--- config.mk ---
export PLATFORM = sky130hd
export DESIGN_NAME = if_id_skid_stage
export DESIGN_NICKNAME = d
export VERILOG_FILES = /design/src/rtl/if_id_skid_stage.sv
export SDC_FILE = /design/constraint.sdc
export NUM_CORES = 1
export LEC_CHECK = 0
export BUFFER_PORTS_ARGS = -buffer_cell sky130_fd_sc_hd__buf_2
export CAP_MARGIN = 10
export CORE_MARGIN = 2
export CORE_UTILIZATION = 40
export CTS_CLUSTER_SIZE = 20
export DETAILED_ROUTE_END_ITERATION = 6
export PLACE_DENSITY_LB_ADDON = 0.15
export SLEW_MARGIN = 0
export SYNTH_ARGS = -nofsm -noshare
export SYNTH_HDL_FRONTEND = slang
export SYNTH_SLANG_ARGS = --single-unit
export TNS_END_PERCENT = 10
--- constraint.sdc ---
create_clock -name clk -period 2.66 [get_ports clk]
set_input_delay 0 -clock clk [delete_from_list [all_inputs] [get_ports clk]]
set_output_delay 0 -clock clk [all_outputs]
set_load 0.01 [all_outputs]
--- src/rtl/if_id_skid_stage.sv ---
// IF/ID pipeline register with a two-entry skid buffer, valid/ready on both sides,
// stall hold and synchronous flush. Define IF_ID_STATS_EN to add stall/flush counters.
module if_id_skid_stage #(
    parameter int                   INSTR_W   = 32,
    parameter int                   PC_W      = 10,
    parameter int                   PC_OFFSET = 1,
    parameter logic [INSTR_W-1:0]   NOP_WORD  = {INSTR_W{1'b0}}
) (
    input  logic               clk,
    input  logic               reset,
    input  logic               in_valid,
    output logic               in_ready,
    input  logic [INSTR_W-1:0] instr_in,
    input  logic [PC_W-1:0]    pc_plus_1_in,
    input  logic               stall,
    input  logic               flush,
    output logic               out_valid,
    input  logic               out_ready,
    output logic [INSTR_W-1:0] instr_out,
    output logic [PC_W-1:0]    pc_out
`ifdef IF_ID_STATS_EN
    ,
    output logic [15:0]        stall_cnt,
    output logic [15:0]        flush_cnt
`endif
);

    typedef enum logic [1:0] {
        ST_EMPTY = 2'd0,
        ST_ONE   = 2'd1,
        ST_TWO   = 2'd2
    } state_t;

    state_t             state_r;
    logic [INSTR_W-1:0] main_instr_r;
    logic [PC_W-1:0]    main_pc_r;
    logic [INSTR_W-1:0] skid_instr_r;
    logic [PC_W-1:0]    skid_pc_r;

    logic               in_fire_s;
    logic               out_fire_s;
    logic [PC_W-1:0]    pc_cap_s;

    // Handshake depends only on the occupancy register, so fetch and decode never share a comb path.
    assign in_ready   = (state_r != ST_TWO);
    assign out_valid  = (state_r != ST_EMPTY);
    assign in_fire_s  = in_valid & in_ready;
    assign out_fire_s = out_valid & out_ready & ~stall;
    assign pc_cap_s   = pc_plus_1_in - PC_W'(PC_OFFSET);
    assign instr_out  = out_valid ? main_instr_r : NOP_WORD;
    assign pc_out     = out_valid ? main_pc_r : {PC_W{1'b0}};

    // Occupancy state machine and entry storage; flush outranks stall and out_fire.
    always_ff @(posedge clk or negedge reset) begin
        if (!reset) begin
            state_r      <= ST_EMPTY;
            main_instr_r <= NOP_WORD;
            main_pc_r    <= {PC_W{1'b0}};
            skid_instr_r <= NOP_WORD;
            skid_pc_r    <= {PC_W{1'b0}};
        end else if (flush) begin
            state_r      <= ST_EMPTY;
            main_instr_r <= NOP_WORD;
            main_pc_r    <= {PC_W{1'b0}};
            skid_instr_r <= NOP_WORD;
            skid_pc_r    <= {PC_W{1'b0}};
        end else begin
            case (state_r)
                ST_EMPTY: begin
                    if (in_fire_s) begin
                        state_r      <= ST_ONE;
                        main_instr_r <= instr_in;
                        main_pc_r    <= pc_cap_s;
                    end else begin
                        state_r <= ST_EMPTY;
                    end
                end
                ST_ONE: begin
                    if (in_fire_s && out_fire_s) begin
                        state_r      <= ST_ONE;
                        main_instr_r <= instr_in;
                        main_pc_r    <= pc_cap_s;
                    end else if (in_fire_s) begin
                        state_r      <= ST_TWO;
                        skid_instr_r <= instr_in;
                        skid_pc_r    <= pc_cap_s;
                    end else if (out_fire_s) begin
                        state_r <= ST_EMPTY;
                    end else begin
                        state_r <= ST_ONE;
                    end
                end
                ST_TWO: begin
                    // The skid word moves to the head so it is never overtaken.
                    if (out_fire_s) begin
                        state_r      <= ST_ONE;
                        main_instr_r <= skid_instr_r;
                        main_pc_r    <= skid_pc_r;
                    end else begin
                        state_r <= ST_TWO;
                    end
                end
                default: begin
                    state_r <= ST_EMPTY;
                end
            endcase
        end
    end

`ifdef IF_ID_STATS_EN
    // Saturating event counters, cleared only by reset.
    always_ff @(posedge clk or negedge reset) begin
        if (!reset) begin
            stall_cnt <= 16'h0000;
            flush_cnt <= 16'h0000;
        end else begin
            if (out_valid && stall && (stall_cnt != 16'hFFFF)) begin
                stall_cnt <= stall_cnt + 16'h0001;
            end else begin
                stall_cnt <= stall_cnt;
            end
            if (flush && (state_r != ST_EMPTY) && (flush_cnt != 16'hFFFF)) begin
                flush_cnt <= flush_cnt + 16'h0001;
            end else begin
                flush_cnt <= flush_cnt;
            end
        end
    end
`endif

endmodule

==> flow_metrics.env, run 1 <==
export IMPL_worst_skew_pair_late_latency_ps=350
export IMPL_maxCapViolations=0
export IMPL_period_needed_ps=2490
export IMPL_holdWs_ps=30.08
export IMPL_cts_root_buffer_cell="sky130_fd_sc_hd__clkbuf_8"
export IMPL_grt_pass1_vias=3544
export IMPL_avgViaCountPerCell=5.157
export IMPL_min_delay_path_class="input port to flip-flop"
export IMPL_fp_dieW_um=107.2
export IMPL_core_area_um2=10320
export IMPL_antenna_cells=0
export IMPL_yosys_reg_bits=86
export IMPL_maxSlewViolCount=0
export IMPL_placed_instance_area_um2=4866
export IMPL_grt_start_max_net_pins=87
export IMPL_finalCoreUtilization=0.5230
export IMPL_max_clock_freq_mhz=401.6
export IMPL_postSynthAreaPerCell_um2=9.922
export IMPL_finalSetupViolations=0
export IMPL_tritoncts="built"
export IMPL_cts_sink_count=86
export IMPL_wl_per_cell_um=15.58
export IMPL_critical_path_startpoint_type="flip-flop"
export IMPL_port_buffers=91
export IMPL_power_static_leakage_nw=2.387
export IMPL_power_density_nw_per_um2=597.4
export IMPL_htreeDepth=3
export IMPL_dominantRegCellSynth="sky130_fd_sc_hd__dfrtp_1"
export IMPL_power_ir_vdd_worst_mv=0.2876
export IMPL_drt_iter0_markers=186
export IMPL_power_frac_seq=0.476
export IMPL_gp_congestion=0.7858
export IMPL_setup_worst_path_end_class="flip-flop"
export IMPL_min_period_over_period=0.9361
export IMPL_internal_dissipation_w=0.002240
export IMPL_grt_antenna_before_repair=0
export IMPL_setup_repair_after_global_routing_missed_its_margin="false"
export IMPL_finalWirelength_mm=10.61
export IMPL_ys_seq_area_frac=0.5056
export IMPL_finish_instance_area_um2=5399
export IMPL_timing_slew_headroom=0.2576
export IMPL_asyncSetResetFlopFracSynth=1.000
export IMPL_finalNetCount=595
export IMPL_detail_route_first_pass_iterations=4
export IMPL_setup_tns_final_ps=0
export IMPL_power_switching_fraction=0.3055
export IMPL_power_share_clock=0.286
export IMPL_layout_area_overhead_vs_synth_pct=26.84
export IMPL_crit_path_max_fanout=32
export IMPL_syn_nets=484
export IMPL_layout_drive_gt1_share=0.2312
export IMPL_placement_rows=37
export IMPL_postRouteAntennaNets=0
export IMPL_start_util=0.4123
export IMPL_most_common_library_cell_in_the_layout_ignoring_fill_and_taps="sky130_fd_sc_hd__buf_2"
export IMPL_worst_slew_pin_slew_ps=1114
export IMPL_most_common_layout_cells="sky130_fd_sc_hd__buf_2, sky130_fd_sc_hd__dfrtp_1, sky130_fd_sc_hd__nand2_1"
export IMPL_cp_arrival_ps=2750
export IMPL_worstSetupPathType="flip-flop to flip-flop"
export IMPL_detailroute_via_count=3512
export IMPL_yosysWarnings=0
export IMPL_hold_viol=0
export IMPL_grt_total_usage=0.1970
export IMPL_status="finished, final reports clean"
export IMPL_total_switching_power_w=0.0009853
export IMPL_number_of_buffers_created_by_cts=9
export IMPL_num_io_pins=92
export IMPL_detailedPlacementHpwl_mm=6.660
export IMPL_syn_cell_area_um2=4257
export IMPL_ys_types=34
export IMPL_max_clock_skew_ps=11.91
export IMPL_grt_pass1_wl_mm=17.82
export IMPL_synth_edf_count=0
export IMPL_design_die_area_um2=11480
export IMPL_chipHeight_um=107.2
export IMPL_power_frac_comb=0.237
export IMPL_number_of_buffers_on_the_longest_clock_path=2
export IMPL_path_clk_slew_ps=90
export IMPL_post_route_drc_count=0
export IMPL_grt_overflow_total=0
export IMPL_worst_endpoint_required_ps=2920
export IMPL_postSynthCellCount=429
-- what timing repair did --
action / 4_1_cts / 5_1_grt
resized for setup: 0 / 1
hold endpoints to repair: 149 / 0
buffers inserted: 0 / 0
hold buffers: 33 / 0
setup endpoints to repair: 0 / 28
-- power by group through the flow --
stage	Sequential (W)	Clock [W]	Combinational (W)
global placement	0.00156	0	0.000723
CTS	0.00154	0.000949	0.000776
finish	0.00154	0.000924	0.000765
floorplan	0.00153	0	0.000469
detailed placement	0.00156	0	0.000739
global route	0.00155	0.00101	0.000851
-- state kept, by name, indices dropped and copies added, names as in the netlist --
| signal | cells |
|---|---|
| main_instr_r | 32 |
| skid_instr_r | 32 |
| skid_pc_r | 10 |
| state_r | 2 |
| main_pc_r | 10 |
-- per-stage QoR --
stage | std cells | worst slack (ps) | total power [W]
2_1_floorplan | 429 | 347.0 | 0.002001
3_3_place_gp | 632 | 260.9 | 0.002285
3_5_place_dp | 632 | 132.1 | 0.002296
4_1_cts | 681 | 103.8 | 0.003260
5_1_grt | 681 | 13.28 | 0.003418
6_report | 681 | 170.0 | 0.003225
-- worst max-delay path: stages (launching register included) --
cell                        delay, ps
sky130_fd_sc_hd__dfrtp_1          400
sky130_fd_sc_hd__inv_1             80
sky130_fd_sc_hd__ha_2             170
sky130_fd_sc_hd__or3b_2           510
sky130_fd_sc_hd__inv_1             90
sky130_fd_sc_hd__ha_1             160
sky130_fd_sc_hd__inv_1             50
sky130_fd_sc_hd__a221oi_1         270
sky130_fd_sc_hd__buf_4            180
sky130_fd_sc_hd__nand3_2           90
sky130_fd_sc_hd__buf_6            210
sky130_fd_sc_hd__o2bb2ai_1        180
-- layout make-up --
type                    count  area (um2)
clock buffers              10       137.6
repair buffers            134       892.1
multi-input cells         299        1948
clock inverters             6       61.31
inverters                  10       37.54
well taps                 136       170.2
fillers                   954        4925
flip-flops and latches     86        2152
-- per-layer routing --
metal	part of all wire	track usage
met1	0.48	0.2670
met2	0.47	0.3214
met3	0.038	0.03404
met4	0.011	0.06308
met5	0	0
-- cells in the mapped netlist, drive strengths merged (4+ instances only) --
master | instances | share of area
a211oi | 5 | 0.0088
a21oi | 40 | 0.047
buf | 13 | 0.016
clkbuf | 21 | 0.019
dfrtp | 86 | 0.51
ha | 7 | 0.021
inv | 10 | 0.0088
mux2i | 32 | 0.075
nand2 | 68 | 0.060
nand2b | 6 | 0.0088
nor2 | 17 | 0.015
nor2b | 42 | 0.062
nor3 | 11 | 0.013
o2bb2ai | 42 | 0.086
o31ai | 4 | 0.0071
-- kinds of logic after synthesis --
group / share of synthesized area
AOI/OAI and AO/OA: 0.1737
DFF: 0.5056
muxes: 0.07525
buffers and inverters: 0.04321
adders and majority gates: 0.02058
xor gates and xnor gates: 0.006174
and+or+nand+nor: 0.1755
-- path summary, 6_finish.rpt --
path	from	end	slack (ps)	cells after the start
worst min register to register	main_pc_r[2]	main_pc_r[2]	490	1
max in group asynchronous	reset	main_instr_r[12]	1540	2
worst min-delay path	flush	skid_instr_r[19]	30	2
min in group asynchronous	reset	main_pc_r[9]	340	2
worst max-delay path	state_r[1]	main_instr_r[30]	170	11
worst max register to register	state_r[1]	main_instr_r[30]	170	11
Power figures use the tool's default switching activity.
==> run 2, diff against run 1 <==
Settings changed: ABC_AREA from default to 1.
==> run 2 against run 1 <==
- wire length up 1.0%
- die area up 6.7%
- non-clock buffer count down 2
- fmax up 7.3%
- final cell count up 24%
- core utilization down 0.26 points
- register-to-register slack better by 170 ps
- setup slack better by 170 ps
- worst hold slack better by 1.3 ps
- global-route usage down 1.4 points
- area after synthesis up 6.9%
- synthesized cell count up 36%
- highest routed layer unchanged
==> flow_metrics.env, run 2 <==
export IMPL_critical_path_startpoint_type="flip-flop"
export IMPL_avgViaCountPerCell=4.659
export IMPL_min_period_over_period=0.8722
export IMPL_detailedPlacementHpwl_mm=7.013
export IMPL_layout_area_overhead_vs_synth_pct=25.56
export IMPL_grt_overflow_total=0
export IMPL_crit_path_top_delay_cell="sky130_fd_sc_hd__buf_4"
export IMPL_area_sequential_um2=2152
export IMPL_max_clock_freq_mhz=431.0
export IMPL_cts_setup_buffers=0
export IMPL_cts_sink_count=86
export IMPL_ys_seq_area_frac=0.4728
export IMPL_design_die_area_um2=12250
export IMPL_setup_worst_path_end_class="flip-flop"
export IMPL_syn_cell_area_um2=4552
export IMPL_core_area_um2=10980
export IMPL_chipHeight_um=110.7
export IMPL_postRouteAntennaNets=0
export IMPL_layout_drive_gt1_share=0.2330
export IMPL_start_util=0.4144
export IMPL_asyncSetResetFlopFracSynth=1.000
export IMPL_holdWs_ps=31.38
export IMPL_multi_input_area_um2=1838
export IMPL_finalNetCount=754
export IMPL_htreeDepth=3
export IMPL_max_clock_skew_ps=7.113
export IMPL_grt_start_max_net_pins=44
export IMPL_postSynthAreaPerCell_um2=7.794
export IMPL_tritoncts="built"
export IMPL_worst_slew_pin_slew_ps=734.3
export IMPL_dominantRegCellSynth="sky130_fd_sc_hd__dfrtp_1"
export IMPL_yosys_reg_bits=86
export IMPL_detailroute_via_count=3932
export IMPL_detail_route_first_pass_iterations=4
export IMPL_wl_per_cell_um=12.70
export IMPL_syn_nets=639
export IMPL_fp_dieW_um=110.7
export IMPL_status="finished, final reports clean"
export IMPL_setup_repair_after_global_routing_missed_its_margin="false"
export IMPL_drt_iter0_markers=220
export IMPL_crit_path_max_fanout=43
export IMPL_setup_tns_final_ps=0
export IMPL_most_common_library_cell_in_the_layout_ignoring_fill_and_taps="sky130_fd_sc_hd__nand2_1"
export IMPL_finalNonFillerCells=844
export IMPL_cp_arrival_ps=2570
export IMPL_post_route_drc_count=0
export IMPL_timing_slew_headroom=0.5097
export IMPL_min_delay_path_class="input port to flip-flop"
export IMPL_fin_ws_ps=340.0
export IMPL_finalWirelength_mm=10.72
export IMPL_finalSetupViolations=0
export IMPL_timing_critical_path_slowest_cell_delay_ps=440
export IMPL_cts_root_buffer_cell="sky130_fd_sc_hd__clkbuf_16"
export IMPL_hold_viol=0
export IMPL_placed_instance_area_um2=5062
export IMPL_num_io_pins=92
export IMPL_maxSlewViolCount=0
export IMPL_worst_endpoint_required_ps=2910
export IMPL_gp_congestion=0.8619
export IMPL_timing_critical_path_cells="inv_1 -> ha_2 -> buf_4 -> nand3_2 -> nand2_2 -> nand4_4 -> inv_2 -> buf_12 -> nand2_1 -> o21ai_1"
export IMPL_number_of_buffers_created_by_cts=9
export IMPL_grt_antenna_before_repair=0
export IMPL_synth_edf_count=0
export IMPL_worst_skew_pair_late_latency_ps=330
export IMPL_period_needed_ps=2320
export IMPL_antenna_cells=0
export IMPL_synth_cells_most_frequent="sky130_fd_sc_hd__nand2_1, sky130_fd_sc_hd__inv_1, sky130_fd_sc_hd__dfrtp_1"
export IMPL_post_placement_cell_count=793
export IMPL_post_synth_top_area_cell="sky130_fd_sc_hd__dfrtp_1"
export IMPL_power_ir_vdd_worst_mv=0.2577
export IMPL_yosysWarnings=0
export IMPL_ys_types=27
export IMPL_power_static_leakage_nw=2.925
export IMPL_yosys_area_top_type_share=0.4728
export IMPL_layout_filler_cells=1074
export IMPL_number_of_buffers_on_the_longest_clock_path=2
export IMPL_worstSetupPathType="flip-flop to flip-flop"
export IMPL_power_density_nw_per_um2=583.5
export IMPL_postSynthCellCount=584
export IMPL_placement_rows=38
export IMPL_synth_most_common_cell="sky130_fd_sc_hd__nand2_1"
export IMPL_most_common_layout_cells="sky130_fd_sc_hd__nand2_1, sky130_fd_sc_hd__inv_1, sky130_fd_sc_hd__buf_2"
export IMPL_finish_instance_area_um2=5715
export IMPL_placement_stage_worst_setup_slack_ps=228.7
export IMPL_grt_total_usage=0.1835
export IMPL_grt_pass1_wl_mm=18.56
export IMPL_maxCapViolations=0
export IMPL_path_clk_slew_ps=60
export IMPL_post_synth_main_area_contributors="sky130_fd_sc_hd__dfrtp_1, sky130_fd_sc_hd__nand2_1, sky130_fd_sc_hd__inv_1"
export IMPL_largest_registers="main_instr_r x32, skid_instr_r x32"
export IMPL_grt_pass1_vias=3869
export IMPL_port_buffers=91
-- run 2: critical path, delay by kind of cell, from the launching register on --
kind                     cells  cell delay (ps)
flip-flops                   1              400
adder cells (fa/ha/maj)      1              210
AO/OA/AOI/OAI                1               80
buffers and inverters        4             1040
AND/OR/NAND/NOR              4              480
-- run 2: path summary, 6_finish.rpt --
path	start	end	slack (ps)	cells past startpoint
worst max-delay path	state_r[0]	main_instr_r[15]	340	10
worst min-delay path	pc_plus_1_in[7]	skid_pc_r[7]	30	5
worst max register to register	state_r[0]	main_instr_r[15]	340	10
worst min register to register	skid_instr_r[1]	skid_instr_r[1]	480	2
max in group asynchronous	reset	main_instr_r[12]	1710	3
min in group asynchronous	reset	state_r[0]	160	2
-- run 2: final cells by class --
class,instances,share of cell area
clock inverter,6,0.01073
clock buffer,10,0.04181
tap,140,0.03065
sequential,86,0.3765
multi-input combinational,369,0.3216
inverter,101,0.06721
timing repair buffer,132,0.1515
-- run 2: cell families after synthesis --
| group | count (synthesis) | share of synthesized area |
|---|---|---|
| AOI/OAI and AO/OA | 114 | 0.1523 |
| xor gates and xnor gates | 3 | 0.005773 |
| adders and majority gates | 7 | 0.01924 |
| buffers and inverters | 129 | 0.1245 |
| DFF | 86 | 0.4728 |
| and+or+nand+nor | 245 | 0.2254 |
-- run 2: layer usage --
metal | share of wire | GRT usage
met1 | 0.48 | 0.2445
met2 | 0.48 | 0.3051
met3 | 0.029 | 0.03280
met4 | 0.012 | 0.05750
met5 | 0 | 0
-- run 2: report_power, final --
group | total [W] | internal, W | leakage (nW) | switching (W)
Sequential | 0.00146 | 0.00142 | 1.18 | 0.0000395
Clock | 0.00126 | 0.000750 | 0.148 | 0.000512
Combinational | 0.000618 | 0.000214 | 1.60 | 0.000405
-- run 2: timing repair --
| item | CTS | global route |
|---|---|---|
| setup endpoints to repair | 0 | 1 |
| hold buffers | 35 | 0 |
| resized for setup | 0 | 2 |
| hold endpoints to repair | 70 | 0 |
-- run 2: metrics by stage --
step,power (W),util
finish,0.003335,0.5204
global route,0.003529,0.5204
CTS,0.003370,0.5202
detailed placement,0.002066,0.4609
global placement,0.002056,0.4609
floorplan,0.001873,-
